### config.mk
export PLATFORM = sky130hd
export DESIGN_NAME = reg_ctx_ctrl_flat
export DESIGN_NICKNAME = d
export VERILOG_FILES = /design/src/rtl/reg_ctx_ctrl_pkg.sv /design/src/rtl/reg_ctx_ctrl_if.sv /design/src/rtl/reg_ctx_ctrl.sv /design/src/flat_wrapper.sv
export SDC_FILE = /design/constraint.sdc
export NUM_CORES = 1
export LEC_CHECK = 0
export CAP_MARGIN = 20
export CELL_PAD_IN_SITES_DETAIL_PLACEMENT = 1
export CELL_PAD_IN_SITES_GLOBAL_PLACEMENT = 2
export CORE_UTILIZATION = 27
export DETAILED_ROUTE_END_ITERATION = 6
export PLACE_DENSITY_LB_ADDON = 0.1
export SKIP_CTS_REPAIR_TIMING = 1
export SLEW_MARGIN = 20
export SYNTH_ARGS = -nofsm -noshare
export SYNTH_HDL_FRONTEND = slang
export SYNTH_SLANG_ARGS = --single-unit
### constraint.sdc
create_clock -name CLK -period 3.5 [get_ports CLK]
set_input_delay 0.525 -clock CLK [delete_from_list [all_inputs] [get_ports CLK]]
set_output_delay 0.525 -clock CLK [all_outputs]
set_load 0.005 [all_outputs]
### src/rtl/reg_ctx_ctrl_pkg.sv
// Shared sizes, state encoding and block-address helper for the
// register-context save/restore sequencer.
package reg_ctx_ctrl_pkg;
   localparam int NREGS = 8;
   localparam int IDX_W = 3;
   localparam int DW    = 8;
   localparam int AW    = 8;

   typedef enum logic [2:0] {IDLE, S_RD, S_MW, R_MR, R_WR, FIN} state_e;
   typedef enum logic {MODE_SAVE = 1'b0, MODE_RESTORE = 1'b1} mode_e;
   typedef logic [IDX_W-1:0] idx_t;

   // Context block address; wraps modulo 2^AW.
   function automatic logic [AW-1:0] blk_addr(logic [AW-1:0] base, idx_t idx);
      return base + AW'(idx);
   endfunction
endpackage

### src/rtl/reg_ctx_ctrl_if.sv
// Control, register-file and data-memory signals of the context sequencer.
interface reg_ctx_ctrl_if;
   import reg_ctx_ctrl_pkg::*;

   logic          START;
   logic          MODE;
   logic [AW-1:0] BASE_ADDR;
   logic          BUSY;
   logic          DONE;
   logic          CPU_STALL;

   logic [2:0]    RF_OUT1ADDRESS;
   logic [DW-1:0] RF_OUT1;
   logic [2:0]    RF_INADDRESS;
   logic [DW-1:0] RF_IN;
   logic          RF_WRITE;

   logic [AW-1:0] MEM_ADDR;
   logic [DW-1:0] MEM_WRITEDATA;
   logic [DW-1:0] MEM_READDATA;
   logic          MEM_READ;
   logic          MEM_WRITE;
   logic          MEM_BUSYWAIT;

   modport master (
      input  START, MODE, BASE_ADDR, RF_OUT1, MEM_READDATA, MEM_BUSYWAIT,
      output BUSY, DONE, CPU_STALL, RF_OUT1ADDRESS, RF_INADDRESS, RF_IN, RF_WRITE,
             MEM_ADDR, MEM_WRITEDATA, MEM_READ, MEM_WRITE
   );

   modport slave (
      output START, MODE, BASE_ADDR, RF_OUT1, MEM_READDATA, MEM_BUSYWAIT,
      input  BUSY, DONE, CPU_STALL, RF_OUT1ADDRESS, RF_INADDRESS, RF_IN, RF_WRITE,
             MEM_ADDR, MEM_WRITEDATA, MEM_READ, MEM_WRITE
   );
endinterface

### src/rtl/reg_ctx_ctrl.sv
// Moves all registers to/from an 8-byte memory block while stalling the core.
// Every output is a register updated alongside the state, so requests are glitch-free.
module reg_ctx_ctrl
   import reg_ctx_ctrl_pkg::*;
(
   input logic            CLK,
   input logic            RESET,
   reg_ctx_ctrl_if.master bus
);
   state_e        state_q;
   idx_t          idx_q, idx_d;
   logic [AW-1:0] base_q, addr_d;
   logic          last_d;

   logic          busy_q, done_q, rf_we_q, mem_rd_q, mem_wr_q;
   idx_t          rd_addr_q, wr_addr_q;
   logic [DW-1:0] rf_in_q, mem_wd_q;
   logic [AW-1:0] mem_addr_q;

   assign idx_d  = idx_q + 1'b1;
   assign last_d = (idx_q == IDX_W'(NREGS-1));
   assign addr_d = blk_addr(base_q, idx_d);

   always_ff @(posedge CLK) begin
      if (RESET) begin
         state_q    <= IDLE;
         idx_q      <= '0;
         base_q     <= '0;
         busy_q     <= 1'b0;
         done_q     <= 1'b0;
         rf_we_q    <= 1'b0;
         mem_rd_q   <= 1'b0;
         mem_wr_q   <= 1'b0;
         rd_addr_q  <= '0;
         wr_addr_q  <= '0;
         rf_in_q    <= '0;
         mem_wd_q   <= '0;
         mem_addr_q <= '0;
      end else begin
         case (state_q)
            IDLE: begin
               if (bus.START) begin
                  base_q <= bus.BASE_ADDR;
                  idx_q  <= '0;
                  busy_q <= 1'b1;
                  if (bus.MODE == MODE_SAVE) begin
                     rd_addr_q <= '0;
                     state_q   <= S_RD;
                  end else begin
                     mem_rd_q   <= 1'b1;
                     mem_addr_q <= bus.BASE_ADDR;
                     state_q    <= R_MR;
                  end
               end
            end
            // RF_OUT1 has had the whole S_RD cycle to settle; it is captured at this edge.
            S_RD: begin
               mem_wr_q   <= 1'b1;
               mem_addr_q <= blk_addr(base_q, idx_q);
               mem_wd_q   <= bus.RF_OUT1;
               state_q    <= S_MW;
            end
            S_MW: begin
               if (!bus.MEM_BUSYWAIT) begin
                  mem_wr_q <= 1'b0;
                  if (last_d) begin
                     done_q  <= 1'b1;
                     state_q <= FIN;
                  end else begin
                     idx_q     <= idx_d;
                     rd_addr_q <= idx_d;
                     state_q   <= S_RD;
                  end
               end
            end
            R_MR: begin
               if (!bus.MEM_BUSYWAIT) begin
                  mem_rd_q  <= 1'b0;
                  rf_we_q   <= 1'b1;
                  wr_addr_q <= idx_q;
                  rf_in_q   <= bus.MEM_READDATA;
                  state_q   <= R_WR;
               end
            end
            R_WR: begin
               rf_we_q <= 1'b0;
               if (last_d) begin
                  done_q  <= 1'b1;
                  state_q <= FIN;
               end else begin
                  idx_q      <= idx_d;
                  mem_rd_q   <= 1'b1;
                  mem_addr_q <= addr_d;
                  state_q    <= R_MR;
               end
            end
            FIN: begin
               done_q  <= 1'b0;
               busy_q  <= 1'b0;
               state_q <= IDLE;
            end
            default: state_q <= IDLE;
         endcase
      end
   end

   assign bus.BUSY           = busy_q;
   assign bus.CPU_STALL      = busy_q;
   assign bus.DONE           = done_q;
   assign bus.RF_OUT1ADDRESS = rd_addr_q;
   assign bus.RF_INADDRESS   = wr_addr_q;
   assign bus.RF_IN          = rf_in_q;
   assign bus.RF_WRITE       = rf_we_q;
   assign bus.MEM_ADDR       = mem_addr_q;
   assign bus.MEM_WRITEDATA  = mem_wd_q;
   assign bus.MEM_READ       = mem_rd_q;
   assign bus.MEM_WRITE      = mem_wr_q;
endmodule

### src/flat_wrapper.sv
// flat-port wrapper written by rule: the top's interface ports become plain ports
module reg_ctx_ctrl_flat import reg_ctx_ctrl_pkg::*;
  (CLK, RESET, bus_START, bus_MODE, bus_BASE_ADDR, bus_RF_OUT1, bus_MEM_READDATA, bus_MEM_BUSYWAIT, bus_BUSY, bus_DONE, bus_CPU_STALL, bus_RF_OUT1ADDRESS, bus_RF_INADDRESS, bus_RF_IN, bus_RF_WRITE, bus_MEM_ADDR, bus_MEM_WRITEDATA, bus_MEM_READ, bus_MEM_WRITE);
  reg_ctx_ctrl_if bus_i ();
  input logic CLK;
  input logic RESET;
  input wire logic [$bits(bus_i.START)-1:0] bus_START;
  input wire logic [$bits(bus_i.MODE)-1:0] bus_MODE;
  input wire logic [$bits(bus_i.BASE_ADDR)-1:0] bus_BASE_ADDR;
  input wire logic [$bits(bus_i.RF_OUT1)-1:0] bus_RF_OUT1;
  input wire logic [$bits(bus_i.MEM_READDATA)-1:0] bus_MEM_READDATA;
  input wire logic [$bits(bus_i.MEM_BUSYWAIT)-1:0] bus_MEM_BUSYWAIT;
  output wire logic [$bits(bus_i.BUSY)-1:0] bus_BUSY;
  output wire logic [$bits(bus_i.DONE)-1:0] bus_DONE;
  output wire logic [$bits(bus_i.CPU_STALL)-1:0] bus_CPU_STALL;
  output wire logic [$bits(bus_i.RF_OUT1ADDRESS)-1:0] bus_RF_OUT1ADDRESS;
  output wire logic [$bits(bus_i.RF_INADDRESS)-1:0] bus_RF_INADDRESS;
  output wire logic [$bits(bus_i.RF_IN)-1:0] bus_RF_IN;
  output wire logic [$bits(bus_i.RF_WRITE)-1:0] bus_RF_WRITE;
  output wire logic [$bits(bus_i.MEM_ADDR)-1:0] bus_MEM_ADDR;
  output wire logic [$bits(bus_i.MEM_WRITEDATA)-1:0] bus_MEM_WRITEDATA;
  output wire logic [$bits(bus_i.MEM_READ)-1:0] bus_MEM_READ;
  output wire logic [$bits(bus_i.MEM_WRITE)-1:0] bus_MEM_WRITE;
  assign bus_i.START = bus_START;
  assign bus_i.MODE = bus_MODE;
  assign bus_i.BASE_ADDR = bus_BASE_ADDR;
  assign bus_i.RF_OUT1 = bus_RF_OUT1;
  assign bus_i.MEM_READDATA = bus_MEM_READDATA;
  assign bus_i.MEM_BUSYWAIT = bus_MEM_BUSYWAIT;
  assign bus_BUSY = bus_i.BUSY;
  assign bus_DONE = bus_i.DONE;
  assign bus_CPU_STALL = bus_i.CPU_STALL;
  assign bus_RF_OUT1ADDRESS = bus_i.RF_OUT1ADDRESS;
  assign bus_RF_INADDRESS = bus_i.RF_INADDRESS;
  assign bus_RF_IN = bus_i.RF_IN;
  assign bus_RF_WRITE = bus_i.RF_WRITE;
  assign bus_MEM_ADDR = bus_i.MEM_ADDR;
  assign bus_MEM_WRITEDATA = bus_i.MEM_WRITEDATA;
  assign bus_MEM_READ = bus_i.MEM_READ;
  assign bus_MEM_WRITE = bus_i.MEM_WRITE;
  reg_ctx_ctrl u_core (.CLK(CLK), .RESET(RESET), .bus(bus_i));
endmodule
Yosys cells after proc, flatten, opt, wreduce, memory -nomap -nowiden
Cells that the tools add are included.
- input port bits: 29
- flip-flop bits (word level): 49
- logic and storage cells: 83
- output and inout bits: 36
- eq/ne operators: 13
- reduce and logical (&&, ||, !) cells: 20
- $add $sub $neg: 3
- multiplexer cells: 33
- bitwise logic cells: 1
- operators with widths (kind ; number):
    3-bit 2-to-1 mux ; 12
    8-bit 2-to-1 mux ; 3
    8-bit case mux with 3 select lines ; 1
    8-bit by 3-bit adder with 8-bit output ; 2
    3-bit case mux with 5 select lines ; 1
    2-bit inequality test, second input constant ; 7
    2-bit AND reduction ; 6
    3-bit nonzero test ; 4
    5-bit AND reduction ; 2
    3-bit == test, second input constant ; 3
    3-bit case mux with 3 select lines ; 1
    1-bit 2-to-1 mux ; 8
    2-bit nonzero test ; 4
    3-bit by 2-bit == test with 1-bit output, second input constant ; 2
    1-bit case mux with 2 select lines ; 3
    1-bit case mux with 3 select lines ; 2
    3-bit case mux with 2 select lines ; 1
    3-bit AND reduction ; 2
    4-bit AND reduction ; 1
    3-bit by 1-bit adder with 3-bit output, second input constant ; 1
    3-bit by 1-bit == test with 1-bit output, second input constant ; 1
    3-bit logical NOT ; 1
    2-bit 2-to-1 mux ; 1
    1-bit NOT ; 1

Depth between registers and ports, before layout
Gate-level depths: netlist of run 1.
- depth after elaboration: 4
- gate-level depth with buffers: 10
- depth with buffers taken out: 9

Worst setup path before layout of run 1
Ideal clock, no wire load.
- path type: flip-flop to flip-flop
- from: register u_core.state_q[2]
- to: register u_core.mem_addr_q[4] (netlist: u_core.bus.MEM_ADDR[4])
- arrival time: 2.614 ns
- setup time: 0.070 ns
- cell stages (with the launch flop): 10
- buffers on the path: 1
- data required time: 3.430 ns
- setup slack: 0.816 ns
- clock period less this slack: 2.684 ns
- path through: dfxtp_1 buf_4 inv_1 nor3_1 mux2_2 ha_1 a21oi_1 or3_1 a311o_1 a21oi_1
- word-level cells in the longest chain between the ends: 3
- elaborated cells between the ends (all ways): 9
- those cells by class: 5 x eq/ne; 1 x mux; 3 x reduce/logical
- ends and longest elaborated chain (element ; RTL line ; source):
    start: declaration ; reg_ctx_ctrl.sv:10 ; state_e state_q;
    start signal: assignment ; reg_ctx_ctrl.sv:26 ; state_q <= IDLE;
    start signal: assignment ; reg_ctx_ctrl.sv:48 ; state_q <= S_RD;
    start signal: assignment ; reg_ctx_ctrl.sv:52 ; state_q <= R_MR;
    3-bit == test, or another cell as far along ; reg_ctx_ctrl.sv:40 ; case (state_q)
    2-bit inequality test (no source line) or 3-bit nonzero test (tied branches) ; -- ;
    4-bit AND reduction (no source line) ; -- ;
    end signal: assignment ; reg_ctx_ctrl.sv:51 ; mem_addr_q <= bus.BASE_ADDR;
    end signal: assignment ; reg_ctx_ctrl.sv:59 ; mem_addr_q <= blk_addr(base_q, idx_q);
    end signal: assignment ; reg_ctx_ctrl.sv:93 ; mem_addr_q <= addr_d;
    end: declaration ; reg_ctx_ctrl.sv:18 ; logic [AW-1:0] mem_addr_q;
Several ways; a longest one is shown, not always the timed one.
A chain may end at the register's enable or synchronous reset.

Final worst setup path of run 1
- from: register u_core.state_q[2]
- to: register u_core.mem_addr_q[7] (netlist: u_core.bus.MEM_ADDR[7])
The elaborated chain is that of the path after synthesis.

==> results_dict.tcl, run 1 <==
set metrics [dict create \
    status "completed" \
    insertion_delay_ns 0.30 \
    die_area_um2 8850 \
    gp_congestion 0.730 \
    relSlewSlack_pct 46.9 \
    drive_gt1_share_pct 6.91 \
    synthesis.area_um2 2290 \
    leakage_nw 1.12 \
    synthTopCellsByCount "nand2_1, dfxtp_1, a21oi_1, nor2_1, mux2i_1" \
    core_area_um2 8220 \
    fin_util_pct 37.9 \
    endpoint_kind "flop" \
    syn_nets 307 \
    num_rows 33 \
    synth_seq_cells 49 \
    firstDrtPassIters 4 \
    place_hpwl_um 4690 \
    vias 2083 \
    grt_pass1_vias 2052 \
    tns_ns 0 \
    seq_area_frac_synth_pct 42.8 \
    grt_use_total_pct 15.3 \
    p_sw_share_pct 27.5 \
    grt_setup_unrepaired "false" \
    antenna_found_initial 0 \
    yosysTopAreaCellShare_pct 42.8 \
    drv_cap 0 \
    final_antenna_net_count 0 \
    viasPerCell 4.76 \
    grt_pass1_wl_um 10400 \
    cts_htree_levels 2 \
    io_pins 65 \
    synth_top_area_cell "dfxtp_1" \
    grt_overflow 0 \
    avgSynthCellArea_um2 8.42 \
    synth-main-ff-cell "dfxtp_1" \
    finish.net_count 367 \
    synth.distinct_cells 45 \
    slew_violations 0 \
    critPathMaxFanout 7 \
    drc 0 \
    path_class "flop to flop" \
    powerDensity_nw_per_um2 398 \
    cts.path.max_buffers 2 \
    cp.required_ns 3.70 \
    p_seq_share_pct 49.6 \
    hp-class "flop to flop" \
    start_util_pct 27.9 \
    hold_viol 0 \
    port_buffers 64 \
    yosys_warnings 0 \
    pwr-share-comb_pct 20.5 \
    place_area_um2 3010 \
    final_area_um2 3110 \
    finalCritPeriodShare_pct 78.0 \
    clock.fmax_mhz 366 \
    route.final.wire_length_um 6400 \
    finalSetupViolations 0 \
    clock-root-buffer "clkbuf_8" \
    cts_buffers 5 \
    clock_power_share_pct 29.9 \
    fp.dieH_um 94.1 \
    clock-sinks 49 \
    tightest_slew_ns 0.796 \
    ir_worst_vdd_uv 148 \
    area_growth_pct 35.9 \
    worstPathArrival_ns 2.93 \
    p_int_uw 898 \
    synth_area_leaders "dfxtp_1, nand2_1, a21oi_1, mux2i_1, nor2_1" \
    start_kind "flop" \
    drt_iter0_markers 39 \
    p_switching_uw 340 \
    insertedDiodeCount 0 \
    yosysMostFrequentCell "nand2_1" \
    cts_tree "yes" \
    grt_start_max_net_pins 29 \
    clk_pin_slew_ns 0.09 \
    fp.dieW_um 94.1 \
    clock_skew_ns 0.0103 \
    fin_crit_ns 2.73 \
    wl_per_cell_um 14.6 \
    fillerInstances 970 \
    async_flop_share_pct 0 \
    syn-instance-count 272 \
    synth_edf_count 0 \
]
[layout make-up]
cell class              instances  area, um2  share of cell area [%]
inverters                       5       18.8                   0.603
well taps                     105        131                    4.22
flip-flops and latches         49        981                    31.5
repair buffers                 69        673                    21.6
multi-input cells             202       1210                    38.8
clock buffers                   7       96.3                    3.10
clock inverters                 1       5.00                   0.161
[logic make-up (layout without fill, tap and decap cells)]
family | count (synthesis) | count (layout) | share of synthesized area [%]
AO/OA/AOI/OAI | 64 | 64 | 17.9
XOR/XNOR | 5 | 5 | 1.91
adder cells (fa/ha/maj) | 6 | 6 | 3.61
buffers and inverters | 21 | 82 | 4.48
flip-flops | 49 | 49 | 42.8
multiplexers | 15 | 15 | 6.67
AND/OR/NAND/NOR | 112 | 112 | 22.6
[worst paths after layout]
kind	from	end	slack (ns)	depth (start not counted)
setup / recovery	u_core.state_q[2]	u_core.bus.MEM_ADDR[7]	0.77	8
hold / removal	u_core.bus.RF_OUT1ADDRESS[1]	u_core.bus.RF_OUT1ADDRESS[1]	0.46	2
setup reg to reg	u_core.state_q[2]	u_core.bus.MEM_ADDR[7]	0.77	8
hold reg to reg	u_core.bus.RF_OUT1ADDRESS[1]	u_core.bus.RF_OUT1ADDRESS[1]	0.46	2
[sequential cells by signal, indices dropped and copies added, names as in the netlist]
name	flops
u_core.bus.MEM_ADDR	8
u_core.bus.RF_IN	8
u_core.bus.RF_OUT1ADDRESS	3
u_core.base_q	8
u_core.bus.MEM_WRITE	1
u_core.bus.RF_INADDRESS	3
u_core.bus.DONE	1
u_core.bus.RF_WRITE	1
u_core.state_q	3
u_core.bus.BUSY	1
u_core.idx_q	3
u_core.bus.MEM_WRITEDATA	8
u_core.bus.MEM_READ	1
[routing by layer]
metal | vias up | track usage [%] | wire length [um]
li1 | 1062 | - | -
met1 | 988 | 20.7 | 3030
met5 | - | 0 | 0
met2 | 31 | 25.2 | 3100
met4 | 0 | 3.46 | 31
met3 | 2 | 2.59 | 233
[metrics by stage]
stage | power, mW | cells | setup WS, ns | hold WS (ns)
3_5_place_dp | 0.886 | 430 | 0.790 | 0.449
2_1_floorplan | 0.767 | 272 | 0.816 | 0.441
4_1_cts | 1.27 | 438 | 0.757 | 0.463
5_1_grt | 1.31 | 438 | 0.518 | 0.480
6_report | 1.24 | 438 | 0.770 | 0.461
3_3_place_gp | 0.886 | 430 | 0.858 | 0.440
[power by group through the flow]
stage / Combinational [mW] / Sequential [mW] / Clock (mW)
floorplan: 0.142 / 0.625 / 0
global placement: 0.258 / 0.629 / 0
detailed placement: 0.258 / 0.628 / 0
CTS: 0.259 / 0.616 / 0.392
global route: 0.283 / 0.619 / 0.409
finish: 0.253 / 0.615 / 0.370
[layout by cell type (no fill, tap or decap), types with 2 or more instances in the layout]
master	instances
o21bai_1	2
o211ai_1	2
a21oi_1	36
nand2b_1	4
a211oi_1	2
nand2_1	52
nor2_1	23
clkdlybuf4s50_1	63
or3_1	2
ha_1	5
nor2b_1	2
o41ai_2	3
dfxtp_1	49
a221oi_1	2
nand3_1	8
nand4_1	3
nor3_1	4
xnor2_1	3
nand3b_1	5
inv_1	4
mux2_2	2
mux2i_1	13
xor2_1	2
a311o_1	2
o21ai_0	8
nor3b_1	2
clkbuf_8	7
buf_4	5
[critical path, stage by stage, from the launching register on]
cell	delay [ns]
dfxtp_1	0.34
inv_1	0.11
nor3_1	0.49
mux2_2	0.41
ha_1	0.33
a21oi_1	0.34
a21oi_1	0.15
and3_1	0.20
o41ai_2	0.27
Power figures use the tool's default switching activity.
==> run 2: changes to the inputs <==
--- a/config.mk
+++ b/config.mk
@@ -8,7 +8,7 @@
 export CAP_MARGIN = 20
 export CELL_PAD_IN_SITES_DETAIL_PLACEMENT = 1
 export CELL_PAD_IN_SITES_GLOBAL_PLACEMENT = 2
-export CORE_UTILIZATION = 27
+export CORE_UTILIZATION = 24
 export DETAILED_ROUTE_END_ITERATION = 6
 export PLACE_DENSITY_LB_ADDON = 0.1
 export SKIP_CTS_REPAIR_TIMING = 1
==> constraint.sdc (replaced) <==
create_clock -name CLK -period 2.38 [get_ports CLK]
set_input_delay 0.357 -clock CLK [delete_from_list [all_inputs] [get_ports CLK]]
set_output_delay 0.357 -clock CLK [all_outputs]
set_load 0.005 [all_outputs]
==> results_dict.tcl, run 2 (synthesis gave the netlist of run 1 again) <==
set metrics [dict create \
    clock_skew_ns 0.00603 \
    cp.required_ns 2.63 \
    antenna_found_initial 0 \
    path_delay_family "adder cells" \
    firstDrtPassIters 4 \
    tightest_slew_ns 0.566 \
    worstPathArrival_ns 2.53 \
    cts.path.max_buffers 2 \
    wl_per_cell_um 14.1 \
    route.final.wire_length_um 6700 \
    crit_chain "ha_1 > ha_1 > mux2_4 > ha_4 > a21oi_4 > or3_1 > a311o_1 > nand2_1" \
    final_antenna_net_count 0 \
    final_area_um2 3300 \
    cp_common_cell "ha_1" \
    port_buffers 64 \
    fin_crit_ns 2.29 \
    clock-sinks 49 \
    start_util_pct 24.8 \
    drv_cap 0 \
    finalCritPeriodShare_pct 96.1 \
    status "completed" \
    io_pins 65 \
    drt_iter0_markers 48 \
    cts_tree "yes" \
    area_growth_pct 44.3 \
    relSlewSlack_pct 62.2 \
    hold_viol 0 \
    num_rows 35 \
    critPathMaxFanout 4 \
    mostFrequentLayoutCells "clkdlybuf4s50_1, nand2_1, dfxtp_1" \
    grt_pass1_vias 2210 \
    slowest_stage "dfxtp_2" \
    grt_setup_unrepaired "true" \
    grt_use_total_pct 14.1 \
    start_kind "flop" \
    fillerInstances 1096 \
    drc 0 \
    clock-root-buffer "clkbuf_8" \
    insertion_delay_ns 0.30 \
    critPathBufInv 0 \
    grt_start_max_net_pins 34 \
    finish.net_count 380 \
    fp.dieW_um 99.7 \
    slew_violations 0 \
    vias 2125 \
    max_stage_delay_ns 0.35 \
    endpoint_kind "flop" \
    powerDensity_nw_per_um2 575 \
    place_hpwl_um 4910 \
    core_area_um2 9240 \
    insertedDiodeCount 0 \
    ir_worst_vdd_uv 233 \
    clock.fmax_mhz 437 \
    finalSetupViolations 0 \
    layout_commonest_cell "clkdlybuf4s50_1" \
    path_class "flop to flop" \
    cts_htree_levels 2 \
    die_area_um2 9940 \
    power_mw 1.90 \
    grt_pass1_wl_um 11000 \
    viasPerCell 4.48 \
    cts_buffers 5 \
    clk_pin_slew_ns 0.09 \
    fp.dieH_um 99.7 \
    grt_overflow 0 \
    place_area_um2 3170 \
    gp_congestion 0.728 \
    drive_gt1_share_pct 13.0 \
    leakage_nw 1.19 \
    hp-class "flop to flop" \
]
==> run 2: cell count changes in the layout (fill, tap and decap cells not counted), sizes merged <==
| cell | previous run | this run |
|---|---|---|
| clkinvlp | 0 | 1 |
| buf | 6 | 19 |
| bufinv | 0 | 1 |
| clkbuf | 7 | 5 |
| inv | 4 | 3 |
==> run 2: stage by stage <==
stage	instances	setup TNS, ns	utilization, %	hold WS, ns	worst slack, ns
6_report	474	0	35.7	0.457	0.0930
2_1_floorplan	272	0	-	0.441	0.0162
4_1_cts	473	-0.00474	35.5	0.460	-0.00474
3_3_place_gp	466	0	34.3	0.443	0.0797
5_1_grt	474	-0.00676	35.7	0.482	-0.00457
3_5_place_dp	466	0	34.3	0.447	0.0146
==> run 2: power breakdown <==
part	total [mW]	internal, mW	switching, mW
logic	0.409	0.212	0.197
clock network	0.586	0.306	0.280
registers	0.903	0.869	0.0344
total	1.90	1.39	0.511
==> run 2: worst paths after layout <==
kind                                      from                            to  slack (ns)  cells past startpoint
hold / removal    u_core.bus.RF_OUT1ADDRESS[1]  u_core.bus.RF_OUT1ADDRESS[1]        0.46                      2
setup reg to reg               u_core.idx_q[1]        u_core.bus.MEM_ADDR[6]        0.09                      8
hold reg to reg   u_core.bus.RF_OUT1ADDRESS[1]  u_core.bus.RF_OUT1ADDRESS[1]        0.46                      2
setup / recovery               u_core.idx_q[1]        u_core.bus.MEM_ADDR[6]        0.09                      8
==> run 2: metal layers <==
layer | up-vias | track usage (%) | part of all wire [%]
li1 | 1088 | - | -
met1 | 1004 | 18.1 | 48
met2 | 31 | 24.2 | 49
met3 | 2 | 2.67 | 3.0
met4 | 0 | 3.05 | 0.43
met5 | - | 0 | 0
==> run 2: tightest hold or removal path, cell delays in order (launching register included) <==
cell and delay [ns]:
dfxtp_1 0.32, nand2_1 0.05, a21oi_1 0.05
==> run 2: final cells by class <==
type	count	area, um2	area share, %
multi-input cells	202	1260	38.2
inverters	5	22.5	0.682
clock inverters	2	35.0	1.06
clock buffers	5	68.8	2.08
well taps	129	161	4.89
flip-flops and latches	49	983	29.8
repair buffers	82	771	23.3
